[src/rtl/ps2_receiver_pkg.sv]
`default_nettype none
// ============================================================================
// Module      : ps2_receiver_pkg
// Description : Shared PS/2 definitions: frame size, FSM state encoding,
//               default filter/timeout settings and the odd-parity helper.
//               Intended to also serve the host-to-device transmitter.
// Revision    : 1.0 - initial release
// ============================================================================
package ps2_receiver_pkg;

  localparam int PS2_FRAME_BITS         = 11;
  localparam int PS2_DATA_BITS          = 8;
  localparam int DEFAULT_FILTER_LEN     = 8;
  localparam int DEFAULT_TIMEOUT_CYCLES = 50000;

  typedef enum logic [1:0] {
    ST_IDLE   = 2'd0,
    ST_SHIFT  = 2'd1,
    ST_PARITY = 2'd2,
    ST_STOP   = 2'd3
  } ps2_state_t;

  // Odd parity over data plus parity bit: an odd number of ones is good.
  function automatic logic odd_parity_ok(input logic [PS2_DATA_BITS-1:0] d,
                                         input logic                     p);
    return ^{d, p};
  endfunction

endpackage
`default_nettype wire

[src/rtl/ps2_receiver_sync_filter.sv]
`default_nettype none
// ============================================================================
// Module      : ps2_receiver_sync_filter
// Description : Two-flop synchronizer, run-length glitch filter and
//               registered falling-edge pulse for one PS/2 pad line.
// Revision    : 1.0 - initial release
// ============================================================================
module ps2_receiver_sync_filter #(
  parameter int FILTER_LEN = 8
) (
  input  logic clk,
  input  logic rst,
  input  logic raw,
  output logic filt,
  output logic fall
);

  localparam int CW = $clog2(FILTER_LEN + 1);

  logic          sync1;
  logic          sync2;
  logic [CW-1:0] run_cnt;

  // Synchronize, then flip the filtered level only after FILTER_LEN
  // consecutive samples disagree with it; a 1->0 flip emits a fall pulse.
  always_ff @(posedge clk) begin
    if (rst) begin
      sync1   <= 1'b1;
      sync2   <= 1'b1;
      filt    <= 1'b1;
      run_cnt <= '0;
      fall    <= 1'b0;
    end else begin
      sync1 <= raw;
      sync2 <= sync1;
      fall  <= 1'b0;
      if (sync2 == filt) begin
        run_cnt <= '0;
      end else if (run_cnt == CW'(FILTER_LEN - 1)) begin
        filt    <= sync2;
        run_cnt <= '0;
        fall    <= filt;
      end else begin
        run_cnt <= run_cnt + 1'b1;
      end
    end
  end

endmodule
`default_nettype wire

[src/rtl/ps2_receiver.sv]
`default_nettype none
// ============================================================================
// Module      : ps2_receiver
// Description : Host-side PS/2 device-to-host frame receiver. Decodes start,
//               8 data bits LSB first, odd parity and stop; strobes good
//               bytes, parity errors, and framing/timeout errors.
// Revision    : 1.0 - initial release
// ============================================================================
module ps2_receiver
  import ps2_receiver_pkg::*;
#(
  parameter int FILTER_LEN     = DEFAULT_FILTER_LEN,
  parameter int TIMEOUT_CYCLES = DEFAULT_TIMEOUT_CYCLES
) (
  input  logic       qzt_clk,
  input  logic       reset,
  input  logic       enable,
  input  logic       ps2c_in,
  input  logic       ps2d_in,
  output logic [7:0] data,
  output logic       data_valid,
  output logic       parity_err,
  output logic       frame_err,
  output logic       busy
);

  localparam int TW = $clog2(TIMEOUT_CYCLES);

  logic          clk_fall;
  logic          clk_level_unused;
  logic          data_filt;
  logic          data_fall_unused;

  ps2_state_t    state;
  logic [2:0]    bit_cnt;
  logic [7:0]    shreg;
  logic          par;
  logic [TW-1:0] tmo_cnt;

  ps2_receiver_sync_filter #(.FILTER_LEN(FILTER_LEN)) u_clk_filter (
    .clk  (qzt_clk),
    .rst  (reset),
    .raw  (ps2c_in),
    .filt (clk_level_unused),
    .fall (clk_fall)
  );

  ps2_receiver_sync_filter #(.FILTER_LEN(FILTER_LEN)) u_data_filter (
    .clk  (qzt_clk),
    .rst  (reset),
    .raw  (ps2d_in),
    .filt (data_filt),
    .fall (data_fall_unused)
  );

  // Frame FSM, shift register, inter-edge timeout and registered outputs.
  always_ff @(posedge qzt_clk) begin
    if (reset) begin
      state      <= ST_IDLE;
      busy       <= 1'b0;
      bit_cnt    <= '0;
      shreg      <= '0;
      par        <= 1'b0;
      tmo_cnt    <= '0;
      data       <= 8'h00;
      data_valid <= 1'b0;
      parity_err <= 1'b0;
      frame_err  <= 1'b0;
    end else begin
      data_valid <= 1'b0;
      parity_err <= 1'b0;
      frame_err  <= 1'b0;
      if (!enable) begin
        // Host owns the bus: drop any partial frame silently.
        state   <= ST_IDLE;
        busy    <= 1'b0;
        tmo_cnt <= '0;
      end else if (clk_fall) begin
        tmo_cnt <= '0;
        case (state)
          ST_IDLE: begin
            if (!data_filt) begin
              state   <= ST_SHIFT;
              busy    <= 1'b1;
              bit_cnt <= '0;
            end
          end
          ST_SHIFT: begin
            shreg   <= {data_filt, shreg[7:1]};
            bit_cnt <= bit_cnt + 1'b1;
            if (bit_cnt == 3'd7) state <= ST_PARITY;
          end
          ST_PARITY: begin
            par   <= data_filt;
            state <= ST_STOP;
          end
          ST_STOP: begin
            state <= ST_IDLE;
            busy  <= 1'b0;
            if (!data_filt) begin
              frame_err <= 1'b1;
            end else if (odd_parity_ok(shreg, par)) begin
              data       <= shreg;
              data_valid <= 1'b1;
            end else begin
              parity_err <= 1'b1;
            end
          end
          default: begin
            state <= ST_IDLE;
            busy  <= 1'b0;
          end
        endcase
      end else if (state != ST_IDLE) begin
        // Device stopped clocking mid-frame.
        if (tmo_cnt == TW'(TIMEOUT_CYCLES - 1)) begin
          frame_err <= 1'b1;
          state     <= ST_IDLE;
          busy      <= 1'b0;
          tmo_cnt   <= '0;
        end else begin
          tmo_cnt <= tmo_cnt + 1'b1;
        end
      end else begin
        tmo_cnt <= '0;
      end
    end
  end

endmodule
`default_nettype wire

[config.mk]
export PLATFORM = sky130hd
export DESIGN_NAME = ps2_receiver
export DESIGN_NICKNAME = d
export VERILOG_FILES = /design/src/rtl/ps2_receiver_pkg.sv /design/src/rtl/ps2_receiver_sync_filter.sv /design/src/rtl/ps2_receiver.sv
export SDC_FILE = /design/constraint.sdc
export NUM_CORES = 1
export LEC_CHECK = 0
export BUFFER_PORTS_ARGS = -buffer_cell sky130_fd_sc_hd__buf_2
export CAP_MARGIN = 10
export CORE_ASPECT_RATIO = 1.1
export CORE_MARGIN = 5
export CORE_UTILIZATION = 40
export DETAILED_ROUTE_END_ITERATION = 6
export SETUP_SLACK_MARGIN = 0.02
export SLEW_MARGIN = 10
export SYNTH_ARGS = -nofsm -noshare
export SYNTH_HDL_FRONTEND = slang
export SYNTH_SLANG_ARGS = --single-unit
[constraint.sdc]
create_clock -name qzt_clk -period 1.6 [get_ports qzt_clk]
set_input_delay 0.16 -clock qzt_clk [delete_from_list [all_inputs] [get_ports qzt_clk]]
set_output_delay 0.16 -clock qzt_clk [all_outputs]
set_load 0.02 [all_outputs]
==> impl_results.md <==
* Delay-heaviest family, CP: XOR/XNOR gates
* Port Buffers at 16
* Clk_lat worst skew at 0.33 ns
* Min Hold Slack at 0.224 ns
* Crit Path Class: flip-flop to flip-flop
* # nets final at 325
* Power per cell area at 998 nW/um^2
* Final instance area at 3110 sq um
* Die X at 85.1 um
* Ys flop type: dfxtp_1
* Detail Placement HPWL at 3090 um
* Leak Pwr at 1.12 nW
* # diodes at 0
* Inserted Clock Buffers at 9
* Critical path data required time at 1.82 ns
* Largest net degree at the start of global routing at 22
* Reg2Reg Launch Point: shreg[4]
* RSZ-0062 raised after global routing: true
* DRT Pass-1 Iters at 4
* Post-synth EDFFs at 0
* Remaining antenna violation count at 0
* Die Y-Extent at 92.6 um
* Worst Hold Class: input port to flip-flop
* Worst Setup Slack, final at 0.00736 ns
* DR vias/cell at 4.68
* Hold Crit Start: reset
* Number of remaining DRC errors at 0
* CP startpoint kind: flip-flop
* Status: completed
* Starting density of the core at 40.5%
* Root Driver: clkbuf_8
* Slew Limit Fails at 0
* Core ar. at 6120 sq um
* Die Footprint at 7880 sq um
* Antenna violations before repair at 0
* Clock skew at 0.00765 ns
* Routability Congestion at 0.833
* Critical path fanouts, max at 8
* Max incr delay on CP at 0.46 ns
* CTS clock-pin slew for the worst setup and hold paths at 0.06 ns
* Peak VDD IR at 0.443 mV
* Syn Nets at 284
* Setup crit end kind: flip-flop
* Synth async-reset ratio at 0%
* Post-Synth Simple-Gate Area at 25.1%
* CTS Sinks at 57
* Yosys cell types at 35
* Post-synthesis sequential area ratio at 46.0%
* Dpl cells at 377
* Synth Area in XOR/XNOR at 10.3%
* Syn_area_per_cell at 9.18 sq um
* CP Cell Sequence: xnor2_2 > xnor3_1 > mux2_4 > mux2i_1
* Row count at 30
* Vias at 1855
* Largest family of logic cells by synthesized area: simple AND/OR/NAND/NOR gates
* CP max stage cell: xnor3_1
* Compound-gate portion of the synthesized area at 5.60%
* Gr usage total at 12.6%
* Synth Instances at 270
* Initial DRC count at 67
* Final hold vios at 0
* H-tree depth at 3
* GRT overflow at 0
* Synthesized area at 2480 sq um
* Critical path arrival at 1.81 ns
* Commonest cells after routing, fill and taps aside: dfxtp_1 (51), nor2_1 (36), nand2_1 (24), buf_4 (22), xnor2_1 (17)
* Setup-failing EPs final at 0
* Max clock buf depth at 2
* Period utilization at 99.5%
* First-pass GRT wire length at 7850 um
* Setup TNS at 0 ns
* Measured slew at the worst slew-check pin at 0.311 ns
* YS warnings at 0
* Post-Synth Adder-Cell Area at 4.54%
* Worst path bufs/invs at 0
* Vias in the first global route at 1762
* DP Area at 2780 sq um
* Finished Layout Cells at 396
* Synth Register Bits at 57
* CTS tree: done
* Avg WL per Cell at 11.2 um
* Max Cap Viol at 0
* Post-layout min period at 1.59 ns
* Achievable frequency at 628 MHz
* CP startpoint: shreg[4]
* Most common cell after layout, fill and taps aside: dfxtp_1
* Post-synthesis mux area share at 5.55%
* Max transition margin at 79.1%
* P&R area growth vs syn at 25.5%
* Fraction of layout cells with a size suffix above 1 at 23.7%
* DRT Wirelength at 4440 um
* Place WS at 0.0201 ns
* Top-Level Pins at 17
==> stage by stage <==
stage	util (%)	total power, W
4_1_cts	49.8	0.00316
3_3_place_gp	45.4	0.00150
6_report	50.9	0.00311
2_1_floorplan	-	0.00148
5_1_grt	50.9	0.00323
3_5_place_dp	45.4	0.00150
==> final timing paths <==
kind,to,slack (ns),cells after the start
max,data[2],0.007,4
min,shreg[6],0.22,3
max reg2reg,data[2],0.007,4
min reg2reg,u_clk_filter.sync2,0.41,1
==> cell families after synthesis <==
kind of cell | count (synthesis)
AND/OR/NAND/NOR | 124
flip-flops | 57
XOR/XNOR | 26
AO/OA/AOI/OAI | 24
buffers and inverters | 17
multiplexers | 13
adder cells (fa/ha/maj) | 9
==> worst reg2reg max path, stage by stage, from the launching register on <==
cell	delay [ns]
dfxtp_2	0.33
xnor2_2	0.16
xnor3_1	0.46
mux2_4	0.40
mux2i_1	0.14
==> cell type report <==
cell class	count	area [sq um]
clock inverters	5	103
well taps	80	100
clock buffers	11	141
multi-input cells	196	1330
inverters	7	26.3
flip-flops and latches	57	1150
fillers	593	3010
repair buffers	40	265
==> cells in the mapped netlist, types with 5 or more instances <==
cell      number  area, sq um
dfxtp_1       57         1140
xor2_1         6         52.6
nand2b_1      16          100
nand3_1       10         50.1
xnor2_1       18          158
o21ai_0        5         25.0
ha_1           9          113
nand2_1       24         90.1
a21oi_1       13         65.1
clkbuf_1       8         30.0
nor3_1         5         25.0
inv_1          7         26.3
nor2_1        36          135
nor2b_1        6         37.5
nand4_1        5         31.3
mux2i_1       10          100
==> state kept, by name (all words and copies together), names as in the netlist, 2 cells and up <==
register and flops:
tmo_cnt 16, data 8, shreg 8, u_clk_filter.run_cnt 4
u_data_filter.run_cnt 4, bit_cnt 3, state 2
==> power breakdown <==
group / switching (W) / internal (W) / total [W] / leakage (nW)
Clock: 0.000562 / 0.00107 / 0.00164 / 0.120
Combinational: 0.0000218 / 0.0000216 / 0.0000434 / 0.536
Sequential: 0.00000310 / 0.00143 / 0.00143 / 0.463
Total: 0.000587 / 0.00252 / 0.00311 / 1.12
==> per-layer routing <==
metal	wire (um)	track usage (%)	vias to the layer above
met5	0	0	-
met4	101	7.92	0
met3	121	4.09	9
met2	2070	19.5	20
met1	2150	15.1	833
li1	-	-	993
==> repair_timing <==
action,in CTS,in global routing
setup buffers,1,0
setup endpoints to repair,10,32
hold buffers,2,0
resized for setup,2,14
cloned,0,0
hold endpoints to repair,2,0
pin swaps,1,3
Power figures use the tool's default switching activity.
